<file path="config.mk">
export PLATFORM = sky130hd
export DESIGN_NAME = bus_ctrl_3m2t_flat
export DESIGN_NICKNAME = d
export VERILOG_FILES = /design/src/rtl/bus_ctrl_3m2t_pkg.sv /design/src/rtl/bus_ctrl_3m2t_if.sv /design/src/rtl/bus_ctrl_3m2t_tag_fifo.sv /design/src/rtl/bus_ctrl_3m2t.sv /design/src/flat_wrapper.sv
export SDC_FILE = /design/constraint.sdc
export NUM_CORES = 1
export LEC_CHECK = 0
export CAP_MARGIN = 10
export CORE_AREA = 2 2 205 207
export CTS_CLUSTER_DIAMETER = 50
export DETAILED_ROUTE_END_ITERATION = 12
export DIE_AREA = 0 0 207 209
export GPL_TIMING_DRIVEN = 0
export PLACE_DENSITY_LB_ADDON = 0.12
export SYNTH_ARGS = -nofsm -noshare
export SYNTH_HDL_FRONTEND = slang
export SYNTH_HIERARCHICAL = 1
export SYNTH_SLANG_ARGS = --single-unit
</file>
<file path="constraint.sdc">
create_clock -name clk25MHz -period 3.5 [get_ports clk25MHz]
set_input_delay 0.7 -clock clk25MHz [delete_from_list [all_inputs] [get_ports clk25MHz]]
set_output_delay 0.7 -clock clk25MHz [all_outputs]
set_load 0.1 [all_outputs]
</file>
<file path="src/rtl/bus_ctrl_3m2t_pkg.sv">
// Shared constants for the 3-master / 2-target bus interconnect:
// bus word widths, request/response field positions, master ids.
package bus_ctrl_3m2t_pkg;

    localparam int REQ_W     = 70;  // {addr[69:38], rd[37], wr[36], wd[35:4], be[3:0]}
    localparam int RES_W     = 34;  // {wait[33], rd_valid[32], rd_data[31:0]}
    localparam int NUM_M     = 3;
    localparam int NUM_T     = 2;

    localparam int RQ_RD      = 37;
    localparam int RQ_WR      = 36;
    localparam int RQ_TGT_MSB = 69; // addr[31:24]
    localparam int RQ_TGT_LSB = 62;

    localparam int RS_WAIT   = 33;
    localparam int RS_VLD    = 32;
    localparam int RS_DATA_W = 32;

    typedef logic [1:0] mid_t;
    localparam mid_t MID_M1 = 2'd0;
    localparam mid_t MID_M2 = 2'd1;
    localparam mid_t MID_M3 = 2'd2;

    // Response driven to every master while reset is asserted
    localparam logic [RES_W-1:0] RES_RST = 34'h2_0000_0000;

    // 1 when the request addresses target 2, 0 for target 1
    function automatic logic dec_t2(input logic [REQ_W-1:0] req, input logic [7:0] base);
        return req[RQ_TGT_MSB:RQ_TGT_LSB] == base;
    endfunction

endpackage

</file>
<file path="src/rtl/bus_ctrl_3m2t_if.sv">
// One pipelined bus link: request from the initiator, response back.
// master = initiator side, slave = responder side.
interface bus_ctrl_3m2t_if;
    import bus_ctrl_3m2t_pkg::*;

    logic [REQ_W-1:0] req;
    logic [RES_W-1:0] res;

    modport master (output req, input res);
    modport slave  (input req, output res);
endinterface

</file>
<file path="src/rtl/bus_ctrl_3m2t_tag_fifo.sv">
// Tag FIFO holding the master id of each read accepted by one target,
// in issue order. Pop with empty is ignored.
module bus_tag_fifo
    import bus_ctrl_3m2t_pkg::*;
#(
    parameter int DEPTH = 4
) (
    input  logic clk25MHz,
    input  logic reset_n,
    input  logic i_push,
    input  logic i_pop,
    input  mid_t i_id,
    output logic o_full,
    output logic o_empty,
    output mid_t o_head
);
    localparam int AW = $clog2(DEPTH);

    mid_t [DEPTH-1:0] r_mem;
    logic [AW-1:0]    r_wp;
    logic [AW-1:0]    r_rp;
    logic [AW:0]      r_cnt;
    logic             w_push;
    logic             w_pop;

    assign w_pop   = i_pop & ~o_empty;
    assign w_push  = i_push & (~o_full | w_pop);
    assign o_full  = (r_cnt == (AW+1)'(DEPTH));
    assign o_empty = (r_cnt == '0);
    assign o_head  = r_mem[r_rp];

    // Storage needs no reset: entries are only read when the count says valid
    always_ff @(posedge clk25MHz) begin
        if (w_push) r_mem[r_wp] <= i_id;
    end

    // Pointers wrap naturally (DEPTH is a power of 2); push+pop keeps the count
    always_ff @(posedge clk25MHz) begin
        if (!reset_n) begin
            r_wp  <= '0;
            r_rp  <= '0;
            r_cnt <= '0;
        end else begin
            if (w_push) r_wp <= r_wp + 1'b1;
            if (w_pop)  r_rp <= r_rp + 1'b1;
            if (w_push && !w_pop)      r_cnt <= r_cnt + 1'b1;
            else if (!w_push && w_pop) r_cnt <= r_cnt - 1'b1;
        end
    end

endmodule

</file>
<file path="src/rtl/bus_ctrl_3m2t.sv">
// Interconnect: 3 pipelined masters (m1 VGA, m2 I-mem, m3 D-mem) to
// 2 targets (t1 SRAM, t2 peripherals, selected by addr[31:24]==T2_BASE).
// Combinational per-target grant, in-order read return via tag FIFOs.
// Optional macro BUS_CTRL_RR_EN: m2/m3 round-robin per target (m1 still
// absolute priority); otherwise fixed priority m1>m2>m3.
module bus_ctrl_3m2t
    import bus_ctrl_3m2t_pkg::*;
#(
    parameter int         TAG_DEPTH = 4,
    parameter logic [7:0] T2_BASE   = 8'hFF
) (
    input  logic           clk25MHz,
    input  logic           reset_n,
    bus_ctrl_3m2t_if.slave  m1,
    bus_ctrl_3m2t_if.slave  m2,
    bus_ctrl_3m2t_if.slave  m3,
    bus_ctrl_3m2t_if.master t1,
    bus_ctrl_3m2t_if.master t2
);

    logic [NUM_M-1:0][REQ_W-1:0] w_mreq;
    logic [NUM_M-1:0][RES_W-1:0] w_mres;
    logic [NUM_T-1:0][REQ_W-1:0] w_treq;
    logic [NUM_T-1:0][RES_W-1:0] w_tres;

    logic [NUM_M-1:0]            w_rd;
    logic [NUM_M-1:0]            w_wr;
    logic [NUM_M-1:0]            w_tsel;   // 1 = target 2
    logic [NUM_M-1:0]            w_elig;
    logic [NUM_T-1:0][NUM_M-1:0] w_cand;
    logic [NUM_T-1:0]            w_gnt_vld;
    mid_t [NUM_T-1:0]            w_gnt_id;
    logic [NUM_T-1:0]            w_tack;   // winner's transfer completes
    logic [NUM_T-1:0]            w_push;
    logic [NUM_T-1:0]            w_pop;
    logic [NUM_T-1:0]            w_full;
    logic [NUM_T-1:0]            w_empty;
    mid_t [NUM_T-1:0]            w_head;
    logic [NUM_M-1:0]            w_inc;
    logic [NUM_M-1:0]            w_dec;
    logic [NUM_M-1:0]            w_inc_t2;

    // Reads outstanding per master, and which target holds them. A master only
    // ever has reads at one target, so one flag per master is enough.
    logic [NUM_M-1:0][2:0]       r_cnt;
    logic [NUM_M-1:0]            r_ot_t2;

`ifdef BUS_CTRL_RR_EN
    logic [NUM_T-1:0]            r_rr_m3;  // 1 = m3 wins the next m2/m3 tie
`endif

    assign w_mreq[0] = m1.req;
    assign w_mreq[1] = m2.req;
    assign w_mreq[2] = m3.req;
    assign m1.res    = w_mres[0];
    assign m2.res    = w_mres[1];
    assign m3.res    = w_mres[2];
    assign t1.req    = w_treq[0];
    assign t2.req    = w_treq[1];
    assign w_tres[0] = t1.res;
    assign w_tres[1] = t2.res;

    // Decode and eligibility: reads need tag room and no reads pending elsewhere
    always_comb begin
        w_rd   = '0;
        w_wr   = '0;
        w_tsel = '0;
        w_elig = '0;
        for (int m = 0; m < NUM_M; m++) begin
            w_rd[m]   = w_mreq[m][RQ_RD];
            w_wr[m]   = w_mreq[m][RQ_WR];
            w_tsel[m] = dec_t2(w_mreq[m], T2_BASE);
            w_elig[m] = w_wr[m] |
                        (w_rd[m] & ~w_full[w_tsel[m]] &
                         ((r_cnt[m] == 3'd0) | (r_ot_t2[m] == w_tsel[m])));
        end
    end

    // Per-target candidates and priority grant
    always_comb begin
        w_cand    = '0;
        w_gnt_vld = '0;
        w_gnt_id  = '0;
        for (int k = 0; k < NUM_T; k++) begin
            for (int m = 0; m < NUM_M; m++)
                w_cand[k][m] = w_elig[m] && (int'(w_tsel[m]) == k);
            w_gnt_vld[k] = |w_cand[k];
            if (w_cand[k][0])                        w_gnt_id[k] = MID_M1;
`ifdef BUS_CTRL_RR_EN
            else if (w_cand[k][1] && w_cand[k][2])   w_gnt_id[k] = r_rr_m3[k] ? MID_M3 : MID_M2;
`endif
            else if (w_cand[k][1])                   w_gnt_id[k] = MID_M2;
            else if (w_cand[k][2])                   w_gnt_id[k] = MID_M3;
        end
    end

    // Forward the winner, tag accepted reads, pop tags on returned data
    always_comb begin
        w_treq = '0;
        w_tack = '0;
        w_push = '0;
        w_pop  = '0;
        for (int k = 0; k < NUM_T; k++) begin
            if (reset_n && w_gnt_vld[k]) begin
                w_treq[k] = w_mreq[w_gnt_id[k]];
                w_tack[k] = ~w_tres[k][RS_WAIT];
                w_push[k] = w_tack[k] & w_rd[w_gnt_id[k]];
            end
            w_pop[k] = reset_n & w_tres[k][RS_VLD] & ~w_empty[k];
        end
    end

    // Master responses and counter events; losing requesters stall
    always_comb begin
        w_mres   = '0;
        w_inc    = '0;
        w_dec    = '0;
        w_inc_t2 = '0;
        for (int m = 0; m < NUM_M; m++) begin
            w_mres[m][RS_WAIT] = w_rd[m] | w_wr[m];
            for (int k = 0; k < NUM_T; k++) begin
                if (w_gnt_vld[k] && w_gnt_id[k] == mid_t'(m))
                    w_mres[m][RS_WAIT] = w_tres[k][RS_WAIT];
                if (w_push[k] && w_gnt_id[k] == mid_t'(m)) begin
                    w_inc[m]    = 1'b1;
                    w_inc_t2[m] = (k == 1);
                end
                if (w_pop[k] && w_head[k] == mid_t'(m)) begin
                    w_dec[m]                    = 1'b1;
                    w_mres[m][RS_VLD]           = 1'b1;
                    w_mres[m][RS_DATA_W-1:0]   |= w_tres[k][RS_DATA_W-1:0];
                end
            end
            if (!reset_n) w_mres[m] = RES_RST;
        end
    end

    // Outstanding-read counters and the target they belong to
    always_ff @(posedge clk25MHz) begin
        if (!reset_n) begin
            r_cnt   <= '0;
            r_ot_t2 <= '0;
        end else begin
            for (int m = 0; m < NUM_M; m++) begin
                if (w_inc[m] && !w_dec[m])      r_cnt[m] <= r_cnt[m] + 3'd1;
                else if (!w_inc[m] && w_dec[m]) r_cnt[m] <= r_cnt[m] - 3'd1;
                if (w_inc[m]) r_ot_t2[m] <= w_inc_t2[m];
            end
        end
    end

`ifdef BUS_CTRL_RR_EN
    // Flip the m2/m3 preference after any completed m2 or m3 transfer
    // (writes included, so a writing m2 cannot starve m3)
    always_ff @(posedge clk25MHz) begin
        if (!reset_n) begin
            r_rr_m3 <= '0;
        end else begin
            for (int k = 0; k < NUM_T; k++)
                if (w_tack[k] && w_gnt_id[k] != MID_M1)
                    r_rr_m3[k] <= (w_gnt_id[k] == MID_M2);
        end
    end
`endif

    for (genvar k = 0; k < NUM_T; k++) begin : g_tag
        bus_tag_fifo #(.DEPTH(TAG_DEPTH)) u_fifo (
            .clk25MHz (clk25MHz),
            .reset_n  (reset_n),
            .i_push   (w_push[k]),
            .i_pop    (w_pop[k]),
            .i_id     (w_gnt_id[k]),
            .o_full   (w_full[k]),
            .o_empty  (w_empty[k]),
            .o_head   (w_head[k])
        );
    end

endmodule

</file>
<file path="src/flat_wrapper.sv">
// flat-port wrapper written by rule: the top's interface ports become plain ports
module bus_ctrl_3m2t_flat import bus_ctrl_3m2t_pkg::*;
#(
    parameter int         TAG_DEPTH = 4,
    parameter logic [7:0] T2_BASE   = 8'hFF
)
  (clk25MHz, reset_n, m1_req, m1_res, m2_req, m2_res, m3_req, m3_res, t1_req, t1_res, t2_req, t2_res);
  bus_ctrl_3m2t_if m1_i ();
  bus_ctrl_3m2t_if m2_i ();
  bus_ctrl_3m2t_if m3_i ();
  bus_ctrl_3m2t_if t1_i ();
  bus_ctrl_3m2t_if t2_i ();
  input  logic clk25MHz;
  input  logic reset_n;
  input wire logic [$bits(m1_i.req)-1:0] m1_req;
  output wire logic [$bits(m1_i.res)-1:0] m1_res;
  input wire logic [$bits(m2_i.req)-1:0] m2_req;
  output wire logic [$bits(m2_i.res)-1:0] m2_res;
  input wire logic [$bits(m3_i.req)-1:0] m3_req;
  output wire logic [$bits(m3_i.res)-1:0] m3_res;
  output wire logic [$bits(t1_i.req)-1:0] t1_req;
  input wire logic [$bits(t1_i.res)-1:0] t1_res;
  output wire logic [$bits(t2_i.req)-1:0] t2_req;
  input wire logic [$bits(t2_i.res)-1:0] t2_res;
  assign m1_i.req = m1_req;
  assign m1_res = m1_i.res;
  assign m2_i.req = m2_req;
  assign m2_res = m2_i.res;
  assign m3_i.req = m3_req;
  assign m3_res = m3_i.res;
  assign t1_req = t1_i.req;
  assign t1_i.res = t1_res;
  assign t2_req = t2_i.req;
  assign t2_i.res = t2_res;
  bus_ctrl_3m2t #(.TAG_DEPTH(TAG_DEPTH), .T2_BASE(T2_BASE)) u_core (.clk25MHz(clk25MHz), .reset_n(reset_n), .m1(m1_i), .m2(m2_i), .m3(m3_i), .t1(t1_i), .t2(t2_i));
endmodule
</file>
==> summary.txt, run 1 <==
Outcome
  • Status: finished with violations
  • Violated checks: setup timing

STA
  • Slew @ Worst Pin: 0.6284 ns
  • Hold Vio Cnt, Final: 0
  • Final Cycle Share: 1.030
  • Maximum clock rate: 277.3 MHz
  • Final min period: 3.606 ns
  • Worst Slack Setup Final: -0.1059 ns
  • Clock Skews: 0.008186 ns
  • Slew HR: 0.5811
  • Final Max Slew Viols: 0
  • Final setup violation count: 14
  • RSZ-0062 raised after global routing: yes

Cells and area
  • Most common cell after layout, fill and taps aside: clkdlybuf4s50_1
  • Post-route insts no fill: 2000
  • Register area: 0.001017 sq mm
  • Area of the multi-input gates: 0.006419 sq mm
  • Area delta synth->final: 116.8%
  • Final #Nets: 1755
  • Utilization after layout: 0.3761
  • Most frequent cells in the layout: 248 x clkdlybuf4s50_1, 142 x buf_4, 132 x nand2_1
  • Layout cells sized above 1: 0.4150
  • Fill cells: 4201

Clock tree
  • Clock slew at reported path FFs: 0.07 ns
  • Max Buffers Root-to-Sink: 2
  • Worst-Skew Late Latency: 0.29 ns
  • Num CTS Buffers: 5
  • Clock sinks: 42
  • H-tree Lvls: 2
  • Root buffer cell: clkbuf_16
  • # hold bufs at CTS: 0
  • CTS tree: built

Synth
  • Post-synthesis cell count: 848
  • Predominant post-synthesis flop cell: dfxtp_1
  • Sequential fraction of the synthesis area: 0.1398
  • #FFs+latches synth: 42
  • Yosys warning count: 6
  • Ys async rst share: 0
  • Post-synth design cell area: 0.007162 sq mm
  • Syn avg cell area: 8.446 sq um
  • EDFF count, synth: 16
  • Syn_nets: 1146
  • Synth area leader: a311oi_2
  • Area contributors post-synth: a311oi_2 12%, a22o_1 12%, o211a_1 9.9%
  • Synth unique cells: 65
  • Share of the synthesized area in the top cell type: 0.1216

Pwr
  • Clock share of power: 0.166
  • PD cells: 183.0 mW/mm^2
  • Worst-case vdd ir drop: 0.1706 mV
  • Register share of total power: 0.190
  • Sw frac: 0.4935
  • Static Leak: 6.627 nW
  • Combinational share of power: 0.644
  • Net switching power: 1.402 mW
  • P_int: 1.439 mW

Route
  • Per-cell routed wire length: 24.94 um
  • Vias per Instance: 5.073
  • Metal2 WL: 26920 um
  • DRT antenna net count: 0
  • DRC: 0
  • WL final: 49880 um
  • DR top layer: met5
  • Total number of vias: 10150
  • Metal3 WL: 3533 um
  • M1 WL: 18190 um
  • Iter 0 DRT Violations: 580
  • Initial DRT Pass Iterations: 4

Critical path
  • Max Fanout on Critical Path: 5
  • CP required: 2.80 ns
  • FF-to-FF setup slack: 0.01 ns
  • Critical path arrival: 2.91 ns
  • CP Capture Type: primary output
  • Crit start category: flop
  • Kind of critical path: reg2out

Floorplan
  • Die width: 207 um
  • Die area: 0.04326 sq mm
  • Count of standard-cell rows: 75
  • Number of I/O pins: 522
  • Die H: 209 um
  • Core region area: 0.04129 sq mm
  • Starting Density: 0.1735

Global route
  • Global-route usage over all layers: 0.2178
  • First-pass GRT wire length: 72240 um
  • Largest net degree at the start of global routing: 20
  • Initial antenna violation count: 7
  • Vias in the first global route: 10780
  • Grt total ovfl: 0

Min path
  • Min-delay worst type: reg2reg

Placement
  • Post-Place Cells: 1906
  • PortBufs: 519
  • Gpl congestion: 0.8576
  • DPL Wire Length: 39030 um

Job
  • Max Cap Viol: 0
## worst paths after layout
check                                          startpoint  depth (start not counted)                                          end
max reg2reg  u_core/g_tag[1].u_fifo/r_cnt[0]$_SDFFE_PN0P_                         16                 u_core/r_cnt[8]$_SDFFE_PN0P_
min reg2reg   u_core/g_tag[0].u_fifo/r_wp[0]$_SDFFE_PN0P_                          2  u_core/g_tag[0].u_fifo/r_wp[0]$_SDFFE_PN0P_
max          u_core/g_tag[1].u_fifo/r_cnt[0]$_SDFFE_PN0P_                         11                                   t2_req[21]
min           u_core/g_tag[0].u_fifo/r_wp[0]$_SDFFE_PN0P_                          2  u_core/g_tag[0].u_fifo/r_wp[0]$_SDFFE_PN0P_
## cell usage after synthesis (all sizes together), types with 8 or more instances
library cell and instances:
buf 42, edfxtp 16, a221o 69, ha 13, mux2i 9, inv 30, xor2 8, a22o 96
clkbuf 57, and2 15, nor3 71, nand2 136, o21ai 8, o211a 71, nor2 21, dfxtp 26
a311oi 65
## area by class of cell
cell class / instances / area share
multi-input cells: 678 / 0.4133
repair buffers: 604 / 0.4045
flip-flops and latches: 42 / 0.06551
plain buffers: 96 / 0.05560
well taps: 539 / 0.04343
clock buffers: 5 / 0.008057
inverters: 30 / 0.007574
clock inverters: 3 / 0.001531
diodes: 3 / 0.0004834
## metrics by stage
step	hold slack [ns]	area (sq um)	setup TNS, ns	total power, mW	setup slack, ns
2_1_floorplan	0.4559	7248	-26.46	1.586	-0.4503
3_3_place_gp	0.4811	13120	-447.39	2.289	-2.211
3_5_place_dp	0.4838	13120	-444.89	2.286	-2.199
4_1_cts	0.5009	14630	-11.11	2.833	-0.2809
5_1_grt	0.5294	15530	-4.672	2.946	-0.1787
6_report	0.5031	15530	-0.5536	2.841	-0.1059
## per-layer routing
layer  up-vias  GRT usage
li1       4645          -
met1      4964     0.2320
met2       476     0.4289
met3        54    0.04899
met4         6    0.05246
met5         -          0
## registers in the layout, indices dropped and copies added (netlist names)
register and cells:
u_core/r_cnt 9, u_core/g_tag.u_fifo/r_mem 16, u_core/r_ot_t2 3, u_core/g_tag.u_fifo/r_cnt 6, u_core/g_tag.u_fifo/r_wp 4, u_core/g_tag.u_fifo/r_rp 4
## timing repair
item / 4_1_cts / 5_1_grt
cloned: 9 / 1
setup endpoints to repair: 264 / 229
buffers inserted: 52 / 25
resized for setup: 1748 / 208
pin swaps: 34 / 35
## worst max-delay path: stages (launching register included)
cell and delay (ns):
dfxtp_4 0.35, nor3b_4 0.25, and3b_2 0.25, a311oi_4 0.24, buf_12 0.15, o22ai_4 0.09
buf_12 0.16, nand2b_4 0.17, buf_12 0.16, buf_12 0.14, a311oi_4 0.41, buf_12 0.23
## power groups by stage
| stage | Clock (mW) | Sequential (mW) | Combinational, mW |
|---|---|---|---|
| 2_1_floorplan | 0 | 0.544 | 1.04 |
| 3_3_place_gp | 0 | 0.549 | 1.74 |
| 3_5_place_dp | 0 | 0.549 | 1.74 |
| 4_1_cts | 0.489 | 0.537 | 1.81 |
| 5_1_grt | 0.502 | 0.542 | 1.90 |
| 6_report | 0.473 | 0.539 | 1.83 |
## kinds of logic after synthesis
| kind of cell | Yosys count | share of synthesized area |
|---|---|---|
| compound gates | 344 | 0.4995 |
| simple gates | 288 | 0.1920 |
| buf+inv | 129 | 0.08980 |
| flops | 42 | 0.1398 |
| fa+ha+maj | 18 | 0.03669 |
| xor+xnor | 14 | 0.01712 |
| mux | 13 | 0.02516 |
No activity file was read; power rests on OpenSTA's default activity.
==> inputs of run 2 (changes only) <==
- CAP_MARGIN: 10 -> 15
==> results of run 2 <==
Same layout as run 1: the final DEF is identical, and so are final timing and power.
